[src/rtl/pc_fetch_unit_pkg.sv]
// pc_fetch_unit_pkg: shared PC width, FSM states and BTB entry layout for the fetch unit
package pc_fetch_unit_pkg;
  localparam int XLEN = 32;
  localparam int INST_BYTES = 4;
  typedef logic [XLEN-1:0] pc_t;
  typedef enum logic [1:0] {BOOT, RUN, HALT} pc_state_e;
  typedef struct packed {
    logic valid;
    pc_t  tag;
    pc_t  target;
  } btb_entry_t;
endpackage

[src/rtl/pc_fetch_unit_if.sv]
// pc_fetch_unit_if: fetch-unit control, redirect, BTB-update and PC output bundle
// master: drives EN/PCSrcE/PCTargetE/trap_*/halt_i/resume_i/upd_*, reads PCF/PCPlus4F/status
// slave:  the fetch unit side of the same signals
interface pc_fetch_unit_if;
  import pc_fetch_unit_pkg::*;
  logic EN, PCSrcE, trap_i, halt_i, resume_i, upd_valid_i, upd_taken_i;
  pc_t  PCTargetE, trap_vec_i, upd_pc_i, upd_tgt_i;
  pc_t  PCF, PCPlus4F;
  logic fetch_vld_o, pred_taken_o, misalign_o, halted_o;
  modport master (
    output EN, PCSrcE, PCTargetE, trap_i, trap_vec_i, halt_i, resume_i,
           upd_valid_i, upd_pc_i, upd_tgt_i, upd_taken_i,
    input  PCF, PCPlus4F, fetch_vld_o, pred_taken_o, misalign_o, halted_o
  );
  modport slave (
    input  EN, PCSrcE, PCTargetE, trap_i, trap_vec_i, halt_i, resume_i,
           upd_valid_i, upd_pc_i, upd_tgt_i, upd_taken_i,
    output PCF, PCPlus4F, fetch_vld_o, pred_taken_o, misalign_o, halted_o
  );
endinterface

[src/rtl/pc_fetch_unit_btb.sv]
// pc_fetch_unit_btb: direct-mapped branch target buffer with combinational lookup
// clk/rst: clock, sync active-high reset (clears valid bits)
// i_pc: lookup PC; o_hit/o_tgt: valid tag match and predicted target
// i_upd_*: resolved-branch update; taken writes the entry, not-taken with tag match invalidates
module pc_fetch_unit_btb import pc_fetch_unit_pkg::*; #(
  parameter int BTB_ENTRIES = 8
) (
  input  logic clk,
  input  logic rst,
  input  pc_t  i_pc,
  input  logic i_upd_valid,
  input  pc_t  i_upd_pc,
  input  pc_t  i_upd_tgt,
  input  logic i_upd_taken,
  output logic o_hit,
  output pc_t  o_tgt
);
  localparam int IW = $clog2(BTB_ENTRIES);
  btb_entry_t r_mem [BTB_ENTRIES];
  logic [IW-1:0] w_ri, w_ui;
  pc_t w_rtag, w_utag;
  assign w_ri = i_pc[IW+1:2];
  assign w_ui = i_upd_pc[IW+1:2];
  assign w_rtag = i_pc >> (IW + 2);
  assign w_utag = i_upd_pc >> (IW + 2);
  // Writes land on the edge, so a same-cycle lookup still sees the old entry.
  assign o_hit = r_mem[w_ri].valid && (r_mem[w_ri].tag == w_rtag);
  assign o_tgt = r_mem[w_ri].target;
  always_ff @(posedge clk) begin
    if (rst) begin
      for (int i = 0; i < BTB_ENTRIES; i++) r_mem[i].valid <= 1'b0;
    end else if (i_upd_valid && i_upd_taken) begin
      r_mem[w_ui] <= '{valid: 1'b1, tag: w_utag, target: i_upd_tgt};
    end else if (i_upd_valid && (r_mem[w_ui].tag == w_utag)) begin
      r_mem[w_ui].valid <= 1'b0;
    end
  end
endmodule

[src/rtl/pc_fetch_unit.sv]
// pc_fetch_unit: fetch-stage PC generator with priority next-PC mux and debug halt FSM
// CLK/reset: clock, synchronous active-high reset
// bus (slave): EN, PCSrcE/PCTargetE, trap_i/trap_vec_i, halt_i/resume_i, upd_* in;
//              PCF, PCPlus4F, fetch_vld_o, pred_taken_o, misalign_o, halted_o out
// Build option PC_BTB_EN: adds a BTB_ENTRIES-deep direct-mapped BTB; otherwise no prediction.
module pc_fetch_unit import pc_fetch_unit_pkg::*; #(
  parameter int              XLEN         = 32,
  parameter logic [XLEN-1:0] RESET_VECTOR = '0,
  parameter int              BTB_ENTRIES  = 8
) (
  input logic CLK,
  input logic reset,
  pc_fetch_unit_if.slave bus
);
  logic [XLEN-1:0] r_pcf, w_next_pc, w_plus4, w_pred_tgt, w_trap_tgt, w_redir_tgt;
  pc_state_e r_state, w_next_state;
  logic r_mis, w_mis, w_hit;
  assign w_plus4 = r_pcf + XLEN'(INST_BYTES);
  assign w_trap_tgt = {bus.trap_vec_i[XLEN-1:2], 2'b00};
  assign w_redir_tgt = {bus.PCTargetE[XLEN-1:2], 2'b00};
`ifdef PC_BTB_EN
  pc_fetch_unit_btb #(.BTB_ENTRIES(BTB_ENTRIES)) u_btb (
    .clk(CLK),
    .rst(reset),
    .i_pc(r_pcf),
    .i_upd_valid(bus.upd_valid_i),
    .i_upd_pc(bus.upd_pc_i),
    .i_upd_tgt(bus.upd_tgt_i),
    .i_upd_taken(bus.upd_taken_i),
    .o_hit(w_hit),
    .o_tgt(w_pred_tgt)
  );
`else
  logic w_unused;
  assign w_unused = ^{bus.upd_valid_i, bus.upd_pc_i, bus.upd_tgt_i, bus.upd_taken_i, BTB_ENTRIES[0]};
  assign w_hit = 1'b0;
  assign w_pred_tgt = '0;
`endif
  // Trap, then redirect, always load (even stalled or halted); halt and stall only hold PCF.
  always_comb begin
    w_next_state = r_state;
    w_next_pc = r_pcf;
    w_mis = 1'b0;
    if (r_state == BOOT) begin
      w_next_state = RUN;
    end else if (bus.trap_i) begin
      w_next_pc = w_trap_tgt;
      w_mis = |bus.trap_vec_i[1:0];
    end else begin
      if (bus.PCSrcE) begin
        w_next_pc = w_redir_tgt;
        w_mis = |bus.PCTargetE[1:0];
      end
      if (r_state == RUN) begin
        if (!bus.PCSrcE && bus.halt_i) w_next_state = HALT;
        else if (!bus.PCSrcE && bus.EN) w_next_pc = w_hit ? w_pred_tgt : w_plus4;
      end else if (bus.resume_i) begin
        w_next_state = RUN;
      end
    end
  end
  always_ff @(posedge CLK) begin
    if (reset) begin
      r_pcf <= RESET_VECTOR;
      r_state <= BOOT;
      r_mis <= 1'b0;
    end else begin
      r_pcf <= w_next_pc;
      r_state <= w_next_state;
      r_mis <= w_mis;
    end
  end
  assign bus.PCF = r_pcf;
  assign bus.PCPlus4F = w_plus4;
  assign bus.fetch_vld_o = (r_state == RUN) && bus.EN;
  assign bus.pred_taken_o = w_hit;
  assign bus.misalign_o = r_mis;
  assign bus.halted_o = (r_state == HALT);
endmodule

[src/flat_wrapper.sv]
// flat-port wrapper written by rule: the top's interface ports become plain ports
module pc_fetch_unit_flat import pc_fetch_unit_pkg::*;
#(
  parameter int              XLEN         = 32,
  parameter logic [XLEN-1:0] RESET_VECTOR = '0,
  parameter int              BTB_ENTRIES  = 8
)
  (CLK, reset, bus_EN, bus_PCSrcE, bus_PCTargetE, bus_trap_i, bus_trap_vec_i, bus_halt_i, bus_resume_i, bus_upd_valid_i, bus_upd_pc_i, bus_upd_tgt_i, bus_upd_taken_i, bus_PCF, bus_PCPlus4F, bus_fetch_vld_o, bus_pred_taken_o, bus_misalign_o, bus_halted_o);
  pc_fetch_unit_if bus_i ();
  input logic CLK;
  input logic reset;
  input wire logic [$bits(bus_i.EN)-1:0] bus_EN;
  input wire logic [$bits(bus_i.PCSrcE)-1:0] bus_PCSrcE;
  input wire logic [$bits(bus_i.PCTargetE)-1:0] bus_PCTargetE;
  input wire logic [$bits(bus_i.trap_i)-1:0] bus_trap_i;
  input wire logic [$bits(bus_i.trap_vec_i)-1:0] bus_trap_vec_i;
  input wire logic [$bits(bus_i.halt_i)-1:0] bus_halt_i;
  input wire logic [$bits(bus_i.resume_i)-1:0] bus_resume_i;
  input wire logic [$bits(bus_i.upd_valid_i)-1:0] bus_upd_valid_i;
  input wire logic [$bits(bus_i.upd_pc_i)-1:0] bus_upd_pc_i;
  input wire logic [$bits(bus_i.upd_tgt_i)-1:0] bus_upd_tgt_i;
  input wire logic [$bits(bus_i.upd_taken_i)-1:0] bus_upd_taken_i;
  output wire logic [$bits(bus_i.PCF)-1:0] bus_PCF;
  output wire logic [$bits(bus_i.PCPlus4F)-1:0] bus_PCPlus4F;
  output wire logic [$bits(bus_i.fetch_vld_o)-1:0] bus_fetch_vld_o;
  output wire logic [$bits(bus_i.pred_taken_o)-1:0] bus_pred_taken_o;
  output wire logic [$bits(bus_i.misalign_o)-1:0] bus_misalign_o;
  output wire logic [$bits(bus_i.halted_o)-1:0] bus_halted_o;
  assign bus_i.EN = bus_EN;
  assign bus_i.PCSrcE = bus_PCSrcE;
  assign bus_i.PCTargetE = bus_PCTargetE;
  assign bus_i.trap_i = bus_trap_i;
  assign bus_i.trap_vec_i = bus_trap_vec_i;
  assign bus_i.halt_i = bus_halt_i;
  assign bus_i.resume_i = bus_resume_i;
  assign bus_i.upd_valid_i = bus_upd_valid_i;
  assign bus_i.upd_pc_i = bus_upd_pc_i;
  assign bus_i.upd_tgt_i = bus_upd_tgt_i;
  assign bus_i.upd_taken_i = bus_upd_taken_i;
  assign bus_PCF = bus_i.PCF;
  assign bus_PCPlus4F = bus_i.PCPlus4F;
  assign bus_fetch_vld_o = bus_i.fetch_vld_o;
  assign bus_pred_taken_o = bus_i.pred_taken_o;
  assign bus_misalign_o = bus_i.misalign_o;
  assign bus_halted_o = bus_i.halted_o;
  pc_fetch_unit #(.XLEN(XLEN), .RESET_VECTOR(RESET_VECTOR), .BTB_ENTRIES(BTB_ENTRIES)) u_core (.CLK(CLK), .reset(reset), .bus(bus_i));
endmodule
[config.mk]
export PLATFORM = sky130hd
export DESIGN_NAME = pc_fetch_unit_flat
export DESIGN_NICKNAME = d
export VERILOG_FILES = /design/src/rtl/pc_fetch_unit_pkg.sv /design/src/rtl/pc_fetch_unit_if.sv /design/src/rtl/pc_fetch_unit_btb.sv /design/src/rtl/pc_fetch_unit.sv /design/src/flat_wrapper.sv
export SDC_FILE = /design/constraint.sdc
export NUM_CORES = 1
export LEC_CHECK = 0
export CAP_MARGIN = 40
export CORE_MARGIN = 2
export CORE_UTILIZATION = 45
export CTS_CLUSTER_DIAMETER = 150
export CTS_CLUSTER_SIZE = 12
export DETAILED_ROUTE_END_ITERATION = 12
export DONT_BUFFER_PORTS = 1
export PLACE_DENSITY = 0.66
export SLEW_MARGIN = 10
export SYNTH_ARGS = -nofsm -noshare
export SYNTH_HDL_FRONTEND = slang
export SYNTH_SLANG_ARGS = --single-unit
[constraint.sdc]
create_clock -name CLK -period 2.02 [get_ports CLK]
set_input_delay 0.202 -clock CLK [delete_from_list [all_inputs] [get_ports CLK]]
set_output_delay 0.202 -clock CLK [all_outputs]
set_load 0.05 [all_outputs]
==> run_results.csv <==
group,metric,value,unit
outcome,outcome,"finished with violations",
outcome,violations,"setup timing",
critical_path,ff2ff_path_depth,8,
route,drtAntennaViolNets,0,
critical_path,worst-path-max-fanout,3,
route,route.detailed.wl_per_inst,20.2,um
critical_path,worstSetupEndpointType,"output pin",
yosys,ys.flop_type,"dfxtp_1",
place,dp.cells,519,
critical_path,path_cells,"ha_4 -> and4_4 -> nand4_1 -> or4_4 -> xnor2_4 -> buf_12",
global_routing,grt_start_max_net_pins,40,
final_layout,fillerInstances,475,
global_routing,grt_pass1_wl,17400,um
clock_network,htreeDepth,2,
clock_network,cts_sinks,35,
critical_path,crit_path_start,"u_core.bus.PCF[3]$_SDFFE_PP0N_",
min_path,hold_class,"primary input to flip-flop",
final_layout,area.growth.synth_to_final,59.7,%
critical_path,cp.buffers_inverters,1,
sta,max_freq,437,MHz
final_layout,drive_gt1_share,43.2,%
clock_network,path_clk_slew,80,ps
critical_path,r2r_start,"u_core.bus.PCF[3]$_SDFFE_PP0N_",
yosys,synth_top_family_by_area,"compound AO/OA/AOI/OAI gates",
critical_path,cp_slowest_cell,"or4_4",
sta,relSlewSlack,37.5,%
global_routing,globalRouteOverflowTotal,0,
clock_network,cts_tree,"done",
yosys,synth_xor_area_share,9.43,%
floorplanning,dieHeight,83.8,um
global_routing,grt_pass1_vias,3331,
floorplanning,core_area,6240,um^2
place,dp_slack,17.5,ps
yosys,synthMuxAreaShare,1.05,%
critical_path,critPathKind,"flip-flop to output pin",
sta,finalCriticalPeriod,2290,ps
sta,timing.final.max_slew_violations,0,
critical_path,crit_end,"bus_PCPlus4F[30]",
sta,rsz0062_at_grt,"true",
yosys,ys_seq_area_share,24.5,%
route,via_count,3477,
flow_run,cap_viol_max_count,0,
final_layout,final_util,73.3,%
yosys,synth.distinct_cells,60,
sta,setup_violations,15,
clock_network,root_buffer,"clkbuf_8",
yosys,syn_area,2870,um^2
sta,fin_ws,-270,ps
critical_path,max_stage_delay,560,ps
global_routing,grt_antenna_before_repair,1,
yosys,synthAdderAreaFrac,0.437,%
yosys,synth_edf_count,0,
yosys,synth_compound_area_share,30.3,%
sta,worstMarginPinSlew,935,ps
power_and_ir_drop,power_density,546,nW/um^2
clock_network,clk_latency,300,ps
yosys,yosys_warnings,0,
floorplanning,start_util,45.9,%
critical_path,r2r_setup_slack,-130,ps
route,routed_wl,11200,um
yosys,syn_area_per_cell,7.29,um^2
final_layout,nets,612,
sta,period_share,113,%
floorplanning,num_rows,29,
final_layout,regArea,782,um^2
yosys,synth.net_count,531,
floorplanning,die_area,7020,um^2
critical_path,crit_family,"simple AND/OR/NAND/NOR gates",
critical_path,critPathArrivalTime,2090,ps
place,port_buffers,0,
global_routing,track_usage,30.9,%
power_and_ir_drop,ir_drop,0.351,mV
final_layout,mostFrequentLayoutCell,"buf_4",
clock_network,cts_buffers,5,
critical_path,cp.depth,6,
final_layout,layout.cells.non_filler,553,
sta,fin_skew,11.2,ps
final_layout,multi_input_area,2480,um^2
yosys,syn_inst,393,
place,dp_hpwl,7770,um
yosys,async_reset_ff_share,0,%
yosys,synth-seq-cells,35,
sta,finalHoldViolations,0,
floorplanning,io_pins,205,
route,dr.pass1.iters,5,
clock_network,cts_buffer_depth,2,
critical_path,cp-start-kind,"flip-flop",
power_and_ir_drop,p_leak,1.87,nW
critical_path,r2r-end,"u_core.bus.PCF[30]$_SDFFE_PP0N_",
critical_path,crit_required,1820,ps
yosys,synth-simple-area-share,27.0,%
final_layout,final_cell_mix,"buf_4 (76), a21oi_1 (44), nand2_1 (38), o21ai_0 (20)",
place,place.gp.congestion,0.872,
route,viasPerCell,6.29,
floorplanning,die_w,83.8,um
route,drtIter0Drc,247,
route,drcViolationCount,0,
cells in the mapped netlist (10+ instances only):
master    number  area, um^2
a21oi_1       44         220
xnor2_1       18         158
nor3_1        12        60.1
dfxtp_1       35         701
nand4_1       13        81.3
nor2_1        20        75.1
nand2_1       44         165
o21ai_0       22         110
o22ai_1       14        87.6
a211oi_1      11        82.6
clkbuf_1      23        86.3
xor2_1        11        96.3
inv_1         10        37.5
kinds of logic after synthesis:
| kind of cell | Yosys count |
|---|---|
| buf+inv | 49 |
| xor+xnor | 30 |
| simple gates | 141 |
| flops | 35 |
| other cells | 1 |
| mux | 3 |
| fa+ha+maj | 1 |
| compound gates | 133 |
metal layers:
| metal | part of all wire [%] | vias up | track usage [%] |
|---|---|---|---|
| met4 | 1.5 | 0 | 9.68 |
| met2 | 47 | 186 | 48.7 |
| met5 | 0 | - | 0 |
| met1 | 41 | 1657 | 42.2 |
| met3 | 9.8 | 17 | 6.82 |
| li1 | - | 1617 | - |
stage by stage:
stage | hold slack [ps] | power [mW] | instance area [um^2] | TNS, ps
after global routing | 59.0 | 2.60 | 4570 | -3860
after global placement | 270 | 1.90 | 4080 | 0
after CTS | 62.0 | 2.47 | 4340 | -1970
after floorplan | 373 | 1.63 | 3400 | -1100
after detailed placement | 269 | 1.92 | 4080 | 0
final | 66.7 | 2.50 | 4580 | -2350
layout make-up:
type | instances | share of cell area (%)
multi-input cells | 309 | 54.2
repair buffers | 111 | 23.7
flip-flops and latches | 35 | 17.1
well taps | 77 | 2.11
clock buffers | 7 | 1.67
inverters | 12 | 1.04
clock inverters | 1 | 0.109
diodes | 1 | 0.0547
how the worst min path moves through the flow:
stage,endpoint,depth (start not counted),start,slack (ps)
6_report,u_core.bus.PCF[17]$_SDFFE_PP0N_,2,reset,70
5_1_grt,u_core.bus.PCF[19]$_SDFFE_PP0N_,2,reset,60
4_1_cts,u_core.bus.PCF[17]$_SDFFE_PP0N_,2,reset,60
3_5_place_dp,u_core.bus.PCF[8]$_SDFFE_PP0N_,1,reset,270
3_3_place_gp,u_core.bus.PCF[4]$_SDFFE_PP0N_,1,reset,270
2_1_floorplan,u_core.bus.PCF[22]$_SDFFE_PP0N_,2,bus_trap_vec_i[22],370
power breakdown:
part           total, mW  internal [mW]  switching [mW]
Combinational       1.17          0.426           0.749
Clock              0.522          0.243           0.279
Sequential         0.803          0.747          0.0558
Total               2.50           1.41            1.08
flip-flops by register name, summed over array words and instances (netlist names):
name                   flops
u_core.bus.PCF            32
u_core.r_state             2
u_core.bus.misalign_o      1
repair_timing:
action	4_1_cts	5_1_grt
buffers inserted	9	15
setup endpoints to repair	17	29
resized for setup	25	33
hold buffers	1	0
pin swaps	16	16
hold endpoints to repair	20	0
Power figures use the tool's default switching activity.
